--- src/rtl/wb_host_master_if.sv ---
// Command/response handshake plus Wishbone initiator signals of wb_host_master.
// The master modport is the DUT's view; slave is the host/responder side.
interface wb_host_master_if #(
  parameter int ADDRWIDTH = 17,
  parameter int DATAWIDTH = 32
);
  logic                 Cmd_Valid_i;
  logic                 Cmd_Ready_o;
  logic [ADDRWIDTH-1:0] Cmd_Adr_i;
  logic                 Cmd_WE_i;
  logic [3:0]           Cmd_BYTE_STB_i;
  logic [DATAWIDTH-1:0] Cmd_Dat_i;

  logic                 Rsp_Valid_o;
  logic                 Rsp_Ready_i;
  logic [DATAWIDTH-1:0] Rsp_Dat_o;
  logic                 Rsp_Err_o;

  logic [ADDRWIDTH-1:0] WBm_ADR_o;
  logic                 WBm_CYC_o;
  logic                 WBm_STB_o;
  logic                 WBm_WE_o;
  logic                 WBm_RD_o;
  logic [3:0]           WBm_BYTE_STB_o;
  logic [DATAWIDTH-1:0] WBm_WR_DAT_o;
  logic [DATAWIDTH-1:0] WBm_RD_DAT_i;
  logic                 WBm_ACK_i;

  logic                 Busy_o;

  modport master (
    input  Cmd_Valid_i, Cmd_Adr_i, Cmd_WE_i, Cmd_BYTE_STB_i, Cmd_Dat_i,
    input  Rsp_Ready_i, WBm_RD_DAT_i, WBm_ACK_i,
    output Cmd_Ready_o, Rsp_Valid_o, Rsp_Dat_o, Rsp_Err_o,
    output WBm_ADR_o, WBm_CYC_o, WBm_STB_o, WBm_WE_o, WBm_RD_o,
    output WBm_BYTE_STB_o, WBm_WR_DAT_o, Busy_o
  );

  modport slave (
    output Cmd_Valid_i, Cmd_Adr_i, Cmd_WE_i, Cmd_BYTE_STB_i, Cmd_Dat_i,
    output Rsp_Ready_i, WBm_RD_DAT_i, WBm_ACK_i,
    input  Cmd_Ready_o, Rsp_Valid_o, Rsp_Dat_o, Rsp_Err_o,
    input  WBm_ADR_o, WBm_CYC_o, WBm_STB_o, WBm_WE_o, WBm_RD_o,
    input  WBm_BYTE_STB_o, WBm_WR_DAT_o, Busy_o
  );
endinterface

--- src/rtl/wb_host_master.sv ---
// Single-outstanding Wishbone initiator: a host command becomes one bus cycle,
// abandoned after a bounded ACK wait, and its result is returned as a response.
module wb_host_master #(
  parameter int                      ADDRWIDTH          = 17,
  parameter int                      DATAWIDTH          = 32,
  parameter int                      TIMEOUT_CNTR_WIDTH = 4,
  parameter int                      TIMEOUT_CNTR_LIMIT = 15,
  parameter logic [DATAWIDTH-1:0]    DEFAULT_READ_VALUE = 32'hBAD_FAB_AC
) (
  input logic               WBs_CLK_i,
  input logic               WBs_RST_n_i,
  wb_host_master_if.master  bus
);

  localparam logic [1:0] IDLE = 2'd0;
  localparam logic [1:0] BUS  = 2'd1;
  localparam logic [1:0] RESP = 2'd2;

  localparam logic [TIMEOUT_CNTR_WIDTH-1:0] CNT_LIMIT =
    TIMEOUT_CNTR_WIDTH'(TIMEOUT_CNTR_LIMIT);
  localparam logic [ADDRWIDTH-1:0] ADR_MASK = ~ADDRWIDTH'(3);

  logic [1:0]                    r_state;
  logic [TIMEOUT_CNTR_WIDTH-1:0] r_cnt;
  logic                          r_cyc;
  logic                          r_stb;
  logic                          r_we;
  logic                          r_rd;
  logic [ADDRWIDTH-1:0]          r_adr;
  logic [3:0]                    r_byteStb;
  logic [DATAWIDTH-1:0]          r_wrDat;
  logic [DATAWIDTH-1:0]          r_rspDat;
  logic                          r_rspErr;

  logic [ADDRWIDTH-1:0]          w_adrAligned;
  logic                          w_timeout;

  assign w_adrAligned = bus.Cmd_Adr_i & ADR_MASK;
  assign w_timeout    = (r_cnt == CNT_LIMIT);

  // ACK has priority over the timeout, so a reply on the last wait cycle still completes normally
  always_ff @(posedge WBs_CLK_i or negedge WBs_RST_n_i) begin
    if (!WBs_RST_n_i) begin
      r_state   <= IDLE;
      r_cnt     <= '0;
      r_cyc     <= 1'b0;
      r_stb     <= 1'b0;
      r_we      <= 1'b0;
      r_rd      <= 1'b0;
      r_adr     <= '0;
      r_byteStb <= '0;
      r_wrDat   <= '0;
      r_rspDat  <= '0;
      r_rspErr  <= 1'b0;
    end else begin
      case (r_state)
        IDLE: begin
          if (bus.Cmd_Valid_i) begin
            r_state   <= BUS;
            r_cnt     <= '0;
            r_cyc     <= 1'b1;
            r_stb     <= 1'b1;
            r_we      <= bus.Cmd_WE_i;
            r_rd      <= ~bus.Cmd_WE_i;
            r_adr     <= w_adrAligned;
            r_byteStb <= bus.Cmd_BYTE_STB_i;
            r_wrDat   <= bus.Cmd_WE_i ? bus.Cmd_Dat_i : '0;
          end
        end
        BUS: begin
          if (bus.WBm_ACK_i || w_timeout) begin
            r_state  <= RESP;
            r_cyc    <= 1'b0;
            r_stb    <= 1'b0;
            r_we     <= 1'b0;
            r_rd     <= 1'b0;
            r_rspErr <= ~bus.WBm_ACK_i;
            if (r_we)
              r_rspDat <= '0;
            else if (bus.WBm_ACK_i)
              r_rspDat <= bus.WBm_RD_DAT_i;
            else
              r_rspDat <= DEFAULT_READ_VALUE;
          end else begin
            r_cnt <= r_cnt + 1'b1;
          end
        end
        RESP: begin
          if (bus.Rsp_Ready_i)
            r_state <= IDLE;
        end
        default: r_state <= IDLE;
      endcase
    end
  end

  assign bus.Cmd_Ready_o    = (r_state == IDLE);
  assign bus.Busy_o         = (r_state != IDLE);
  assign bus.Rsp_Valid_o    = (r_state == RESP);
  assign bus.Rsp_Dat_o      = r_rspDat;
  assign bus.Rsp_Err_o      = r_rspErr;
  assign bus.WBm_ADR_o      = r_adr;
  assign bus.WBm_CYC_o      = r_cyc;
  assign bus.WBm_STB_o      = r_stb;
  assign bus.WBm_WE_o       = r_we;
  assign bus.WBm_RD_o       = r_rd;
  assign bus.WBm_BYTE_STB_o = r_byteStb;
  assign bus.WBm_WR_DAT_o   = r_wrDat;

endmodule

--- src/flat_wrapper.sv ---
// flat-port wrapper written by rule: the top's interface ports become plain ports
module wb_host_master_flat 
#(
  parameter int                      ADDRWIDTH          = 17,
  parameter int                      DATAWIDTH          = 32,
  parameter int                      TIMEOUT_CNTR_WIDTH = 4,
  parameter int                      TIMEOUT_CNTR_LIMIT = 15,
  parameter logic [DATAWIDTH-1:0]    DEFAULT_READ_VALUE = 32'hBAD_FAB_AC
)
  (WBs_CLK_i, WBs_RST_n_i, bus_Cmd_Valid_i, bus_Cmd_Adr_i, bus_Cmd_WE_i, bus_Cmd_BYTE_STB_i, bus_Cmd_Dat_i, bus_Rsp_Ready_i, bus_WBm_RD_DAT_i, bus_WBm_ACK_i, bus_Cmd_Ready_o, bus_Rsp_Valid_o, bus_Rsp_Dat_o, bus_Rsp_Err_o, bus_WBm_ADR_o, bus_WBm_CYC_o, bus_WBm_STB_o, bus_WBm_WE_o, bus_WBm_RD_o, bus_WBm_BYTE_STB_o, bus_WBm_WR_DAT_o, bus_Busy_o);
  wb_host_master_if #(.ADDRWIDTH(ADDRWIDTH), .DATAWIDTH(DATAWIDTH)) bus_i ();
  input logic WBs_CLK_i;
  input logic WBs_RST_n_i;
  input wire logic [$bits(bus_i.Cmd_Valid_i)-1:0] bus_Cmd_Valid_i;
  input wire logic [$bits(bus_i.Cmd_Adr_i)-1:0] bus_Cmd_Adr_i;
  input wire logic [$bits(bus_i.Cmd_WE_i)-1:0] bus_Cmd_WE_i;
  input wire logic [$bits(bus_i.Cmd_BYTE_STB_i)-1:0] bus_Cmd_BYTE_STB_i;
  input wire logic [$bits(bus_i.Cmd_Dat_i)-1:0] bus_Cmd_Dat_i;
  input wire logic [$bits(bus_i.Rsp_Ready_i)-1:0] bus_Rsp_Ready_i;
  input wire logic [$bits(bus_i.WBm_RD_DAT_i)-1:0] bus_WBm_RD_DAT_i;
  input wire logic [$bits(bus_i.WBm_ACK_i)-1:0] bus_WBm_ACK_i;
  output wire logic [$bits(bus_i.Cmd_Ready_o)-1:0] bus_Cmd_Ready_o;
  output wire logic [$bits(bus_i.Rsp_Valid_o)-1:0] bus_Rsp_Valid_o;
  output wire logic [$bits(bus_i.Rsp_Dat_o)-1:0] bus_Rsp_Dat_o;
  output wire logic [$bits(bus_i.Rsp_Err_o)-1:0] bus_Rsp_Err_o;
  output wire logic [$bits(bus_i.WBm_ADR_o)-1:0] bus_WBm_ADR_o;
  output wire logic [$bits(bus_i.WBm_CYC_o)-1:0] bus_WBm_CYC_o;
  output wire logic [$bits(bus_i.WBm_STB_o)-1:0] bus_WBm_STB_o;
  output wire logic [$bits(bus_i.WBm_WE_o)-1:0] bus_WBm_WE_o;
  output wire logic [$bits(bus_i.WBm_RD_o)-1:0] bus_WBm_RD_o;
  output wire logic [$bits(bus_i.WBm_BYTE_STB_o)-1:0] bus_WBm_BYTE_STB_o;
  output wire logic [$bits(bus_i.WBm_WR_DAT_o)-1:0] bus_WBm_WR_DAT_o;
  output wire logic [$bits(bus_i.Busy_o)-1:0] bus_Busy_o;
  assign bus_i.Cmd_Valid_i = bus_Cmd_Valid_i;
  assign bus_i.Cmd_Adr_i = bus_Cmd_Adr_i;
  assign bus_i.Cmd_WE_i = bus_Cmd_WE_i;
  assign bus_i.Cmd_BYTE_STB_i = bus_Cmd_BYTE_STB_i;
  assign bus_i.Cmd_Dat_i = bus_Cmd_Dat_i;
  assign bus_i.Rsp_Ready_i = bus_Rsp_Ready_i;
  assign bus_i.WBm_RD_DAT_i = bus_WBm_RD_DAT_i;
  assign bus_i.WBm_ACK_i = bus_WBm_ACK_i;
  assign bus_Cmd_Ready_o = bus_i.Cmd_Ready_o;
  assign bus_Rsp_Valid_o = bus_i.Rsp_Valid_o;
  assign bus_Rsp_Dat_o = bus_i.Rsp_Dat_o;
  assign bus_Rsp_Err_o = bus_i.Rsp_Err_o;
  assign bus_WBm_ADR_o = bus_i.WBm_ADR_o;
  assign bus_WBm_CYC_o = bus_i.WBm_CYC_o;
  assign bus_WBm_STB_o = bus_i.WBm_STB_o;
  assign bus_WBm_WE_o = bus_i.WBm_WE_o;
  assign bus_WBm_RD_o = bus_i.WBm_RD_o;
  assign bus_WBm_BYTE_STB_o = bus_i.WBm_BYTE_STB_o;
  assign bus_WBm_WR_DAT_o = bus_i.WBm_WR_DAT_o;
  assign bus_Busy_o = bus_i.Busy_o;
  wb_host_master #(.ADDRWIDTH(ADDRWIDTH), .DATAWIDTH(DATAWIDTH), .TIMEOUT_CNTR_WIDTH(TIMEOUT_CNTR_WIDTH), .TIMEOUT_CNTR_LIMIT(TIMEOUT_CNTR_LIMIT), .DEFAULT_READ_VALUE(DEFAULT_READ_VALUE)) u_core (.WBs_CLK_i(WBs_CLK_i), .WBs_RST_n_i(WBs_RST_n_i), .bus(bus_i));
endmodule
--- config.mk ---
export PLATFORM = sky130hd
export DESIGN_NAME = wb_host_master_flat
export DESIGN_NICKNAME = d
export VERILOG_FILES = /design/src/rtl/wb_host_master_if.sv /design/src/rtl/wb_host_master.sv /design/src/flat_wrapper.sv
export SDC_FILE = /design/constraint.sdc
export NUM_CORES = 1
export LEC_CHECK = 0
export ABC_AREA = 1
export ABC_CLOCK_PERIOD_IN_PS = 1800
export CORE_MARGIN = 8
export CORE_UTILIZATION = 41
export DETAILED_ROUTE_END_ITERATION = 8
export GPL_ROUTABILITY_DRIVEN = 0
export PLACE_DENSITY = 0.8
export RECOVER_POWER = 100
export SYNTH_ARGS = -nofsm -noshare
export SYNTH_HDL_FRONTEND = slang
export SYNTH_SLANG_ARGS = --single-unit
--- constraint.sdc ---
create_clock -name WBs_CLK_i -period 1.8 [get_ports WBs_CLK_i]
set_input_delay 0.36 -clock WBs_CLK_i [delete_from_list [all_inputs] [get_ports WBs_CLK_i]]
set_output_delay 0.36 -clock WBs_CLK_i [all_outputs]
set_load 0.01 [all_outputs]
==> results of run 1 <==
-- repair_timing --
action	CTS	global route
buffers inserted	1	0
resized for setup	4	0
hold endpoints to repair	28	0
hold buffers	1	0
setup endpoints to repair	3	0
-- cell families (layout without fill, tap and decap cells) --
| kind of cell | count (synthesis) | after routing | synth area share (%) |
|---|---|---|---|
| other | 1 | 2 | 0.09381 |
| flip-flops | 93 | 93 | 58.22 |
| XOR/XNOR | 1 | 1 | 0.2191 |
| buffers and inverters | 40 | 219 | 7.011 |
| adder cells (fa/ha/maj) | 1 | 1 | 0.3129 |
| AND/OR/NAND/NOR | 201 | 201 | 19.97 |
| AO/OA/AOI/OAI | 88 | 88 | 14.18 |
-- state kept, by name, summed over array words and instances, names as in the netlist --
name and count:
u_core.r_cnt 4, u_core.bus.WBm_ADR_o 15, u_core.bus.WBm_WE_o 1, u_core.bus.Rsp_Dat_o 32
u_core.r_state 2, u_core.bus.WBm_RD_o 1, u_core.bus.WBm_BYTE_STB_o 4, u_core.bus.WBm_CYC_o 1
u_core.bus.Rsp_Err_o 1, u_core.bus.WBm_WR_DAT_o 32
-- final cells by class --
class | count | area [µm²]
fillers | 865 | 3726
flip-flops and latches | 93 | 2328
repair buffers | 194 | 1923
multi-input cells | 293 | 1267
well taps | 133 | 166.4
clock buffers | 13 | 148.9
clock inverters | 3 | 45.04
inverters | 9 | 33.78
-- cell usage after synthesis --
cell	instances
o21ai_1	29
buf_4	5
inv_2	1
nand3_1	8
inv_1	8
nand2_2	2
buf_6	14
conb_1	1
o31ai_1	1
o21ai_2	33
o21ai_0	25
nand3_2	1
nor2_1	7
buf_2	4
ha_1	1
clkbuf_2	1
dfrtp_1	93
nand2_4	1
clkbuf_1	7
nand2_1	180
nor2_4	2
xnor2_1	1
-- power by group --
| part | switching, W | internal, W | total (W) |
|---|---|---|---|
| clock network | 0.000695 | 0.000683 | 0.00138 |
| registers | 0.000503 | 0.00303 | 0.00353 |
| logic | 0.00206 | 0.00198 | 0.00404 |
-- worst max-delay path by stage --
stage | end | slack, ns | cells past startpoint | startpoint
2_1_floorplan | u_core.r_state[1]$_DFFE_PN0P_ | 0.54 | 6 | u_core.r_cnt[0]$_DFFE_PN0P_
3_3_place_gp | u_core.r_state[1]$_DFFE_PN0P_ | 0.04 | 6 | bus_WBm_ACK_i
3_5_place_dp | u_core.r_state[1]$_DFFE_PN0P_ | 0.007 | 6 | bus_WBm_ACK_i
4_1_cts | bus_WBm_WE_o | 0.1 | 1 | u_core.bus.WBm_WE_o$_DFFE_PN0P_
5_1_grt | bus_Rsp_Dat_o[27] | 0.02 | 1 | u_core.bus.Rsp_Dat_o[27]$_DFFE_PN0P_
6_report | bus_WBm_WR_DAT_o[16] | 0.07 | 1 | u_core.bus.WBm_WR_DAT_o[16]$_DFFE_PN0P_
-- worst reg2reg max path, delay by kind of cell (launching register included) --
family	cells	cell delay (ns)
buffers and inverters	2	0.46
DFF	1	0.44
and+or+nand+nor	4	0.59
-- metal layers --
| metal | global-route usage, % | part of all wire [%] | vias to the layer above |
|---|---|---|---|
| li1 | - | - | 1702 |
| met1 | 19.38 | 43 | 1642 |
| met2 | 27.13 | 46 | 136 |
| met3 | 6.618 | 9.6 | 14 |
| met4 | 7.005 | 1.8 | 0 |
| met5 | 0 | 0 | - |
-- per-stage QoR --
step	area, µm²	util [%]
after global placement	5883	61.03
final	5913	61.34
after global routing	5913	61.34
after CTS	6092	63.20
after floorplan	4001	-
after detailed placement	5883	61.03
==> results.sh, run 1 <==
export IMPL_status="complete, no violations"
export IMPL_die_h_um=114.7
export IMPL_grt_pass1_vias=3538
export IMPL_hpwlAfterDp_um=8560
export IMPL_layout_setup_ws_ns=0.06744
export IMPL_cp_max_fo=2
export IMPL_min_path_cells=2
export IMPL_die_w_um=114.7
export IMPL_nets=692
export IMPL_cts_buffer_depth=2
export IMPL_worst_path_buf_inv=1
export IMPL_report_final_setup_viol=0
export IMPL_r2r_end="u_core.bus.WBm_BYTE_STB_o[2]$_DFFE_PN0P_"
export IMPL_dieArea_um2=13170
export IMPL_via_count=3494
export IMPL_finalCritPeriodShare_pct=96.25
export IMPL_cts_tree="built"
export IMPL_power_w=0.008948
export IMPL_final_max_slew_viol_count=0
export IMPL_ios=184
export IMPL_synth_top_cell_area_share_pct=58.22
export IMPL_synth_seq_cells=93
export IMPL_finClkSkew_ns=0.01105
export IMPL_htreeDepth=3
export IMPL_worstSetupPathType="reg2out"
export IMPL_place_inst=720
export IMPL_crit_slowest_cell="dlygate4sd3_1"
export IMPL_clk_latency_ns=0.35
export IMPL_diodes=0
export IMPL_grt_max_degree=65
export IMPL_relSlewSlack_pct=49.22
export IMPL_row_count=36
export IMPL_grt_pass1_wl_um=17410
export IMPL_cts_sinks=93
export IMPL_synth_area_um2=3998
export IMPL_first_iter_violations=137
export IMPL_ir_drop_uv=647.0
export IMPL_hp_class="reg2reg"
export IMPL_seq_area_frac_synth_pct=58.22
export IMPL_crit_chain="dlygate4sd3_1"
export IMPL_routed_wl_um=11130
export IMPL_hold_viol=0
export IMPL_cp_required_ns=1.44
export IMPL_worst_setup_path_end_kind="output port"
export IMPL_r2r_slack_ns=0.22
export IMPL_ant_nets=0
export IMPL_initial_utilization_pct=41.47
export IMPL_dp_slack_ns=0.006786
export IMPL_viasPerCell=4.734
export IMPL_r2r_start="u_core.r_state[0]$_DFFE_PN0P_"
export IMPL_yosys_warnings=0
export IMPL_firstDrtPassIters=4
export IMPL_max_stage_delay_ns=0.62
export IMPL_hold_worst_slack_ns=0.4789
export IMPL_min_period_ns=1.733
export IMPL_root_buffer="clkbuf_8"
export IMPL_max_freq_ghz=0.5772
export IMPL_whs_endpoint="u_core.bus.Rsp_Dat_o[24]$_DFFE_PN0P_"
export IMPL_p_per_area_nw_per_um2=1513
export IMPL_core_region_area_um2=9639
export IMPL_synth_distinct_cells=22
export IMPL_crit_arrival_ns=1.37
export IMPL_clk_pin_slew_ns=0.09
export IMPL_syn_avg_cell_area_um2=9.406
export IMPL_rsz0062_at_grt="no"
export IMPL_antenna_found_initial=0
export IMPL_drc=0
export IMPL_final_cell_mix="nand2_1 (183), clkdlybuf4s50_1 (92), dfrtp_1 (92), dlygate4sd3_1 (84), o21ai_0 (80)"
export IMPL_tns_ns=0
export IMPL_leakagePower_nw=2.838
export IMPL_synth_cells=425
export IMPL_area_growth_pct=47.92
export IMPL_min_delay_start="u_core.bus.Rsp_Dat_o[24]$_DFFE_PN0P_"
export IMPL_cts_buffers_inserted=9
export IMPL_tightest_slew_ns=0.7616
export IMPL_layout_cells_non_filler=738
export IMPL_cp_top_family="buffers and inverters"
export IMPL_synth_area_leaders="dfrtp_1 (58%), nand2_1 (17%), o21ai_2 (7.2%)"
export IMPL_overflow=0
export IMPL_maxCapViolCount=0
export IMPL_crit_path_start_kind="flip-flop"
export IMPL_wl_per_cell_um=15.07
export IMPL_post_synth_top_area_cell="dfrtp_1"
export IMPL_ff2ff_path_depth=6
export IMPL_io_buffers=179
export IMPL_track_usage_pct=16.73
export IMPL_drive_above_1_share_pct=5.950
export IMPL_final_common_cell="nand2_1"
No activity file was read; power rests on OpenSTA's default activity.
==> run 2: changes to the inputs <==
--- a/config.mk
+++ b/config.mk
@@ -7,6 +7,7 @@
 export LEC_CHECK = 0
 export ABC_AREA = 1
 export ABC_CLOCK_PERIOD_IN_PS = 1800
+export CAP_MARGIN = 0
 export CORE_MARGIN = 8
 export CORE_UTILIZATION = 41
 export DETAILED_ROUTE_END_ITERATION = 8
==> results of run 2 <==
No change in the layout: final DEF, timing and power equal those of run 1.
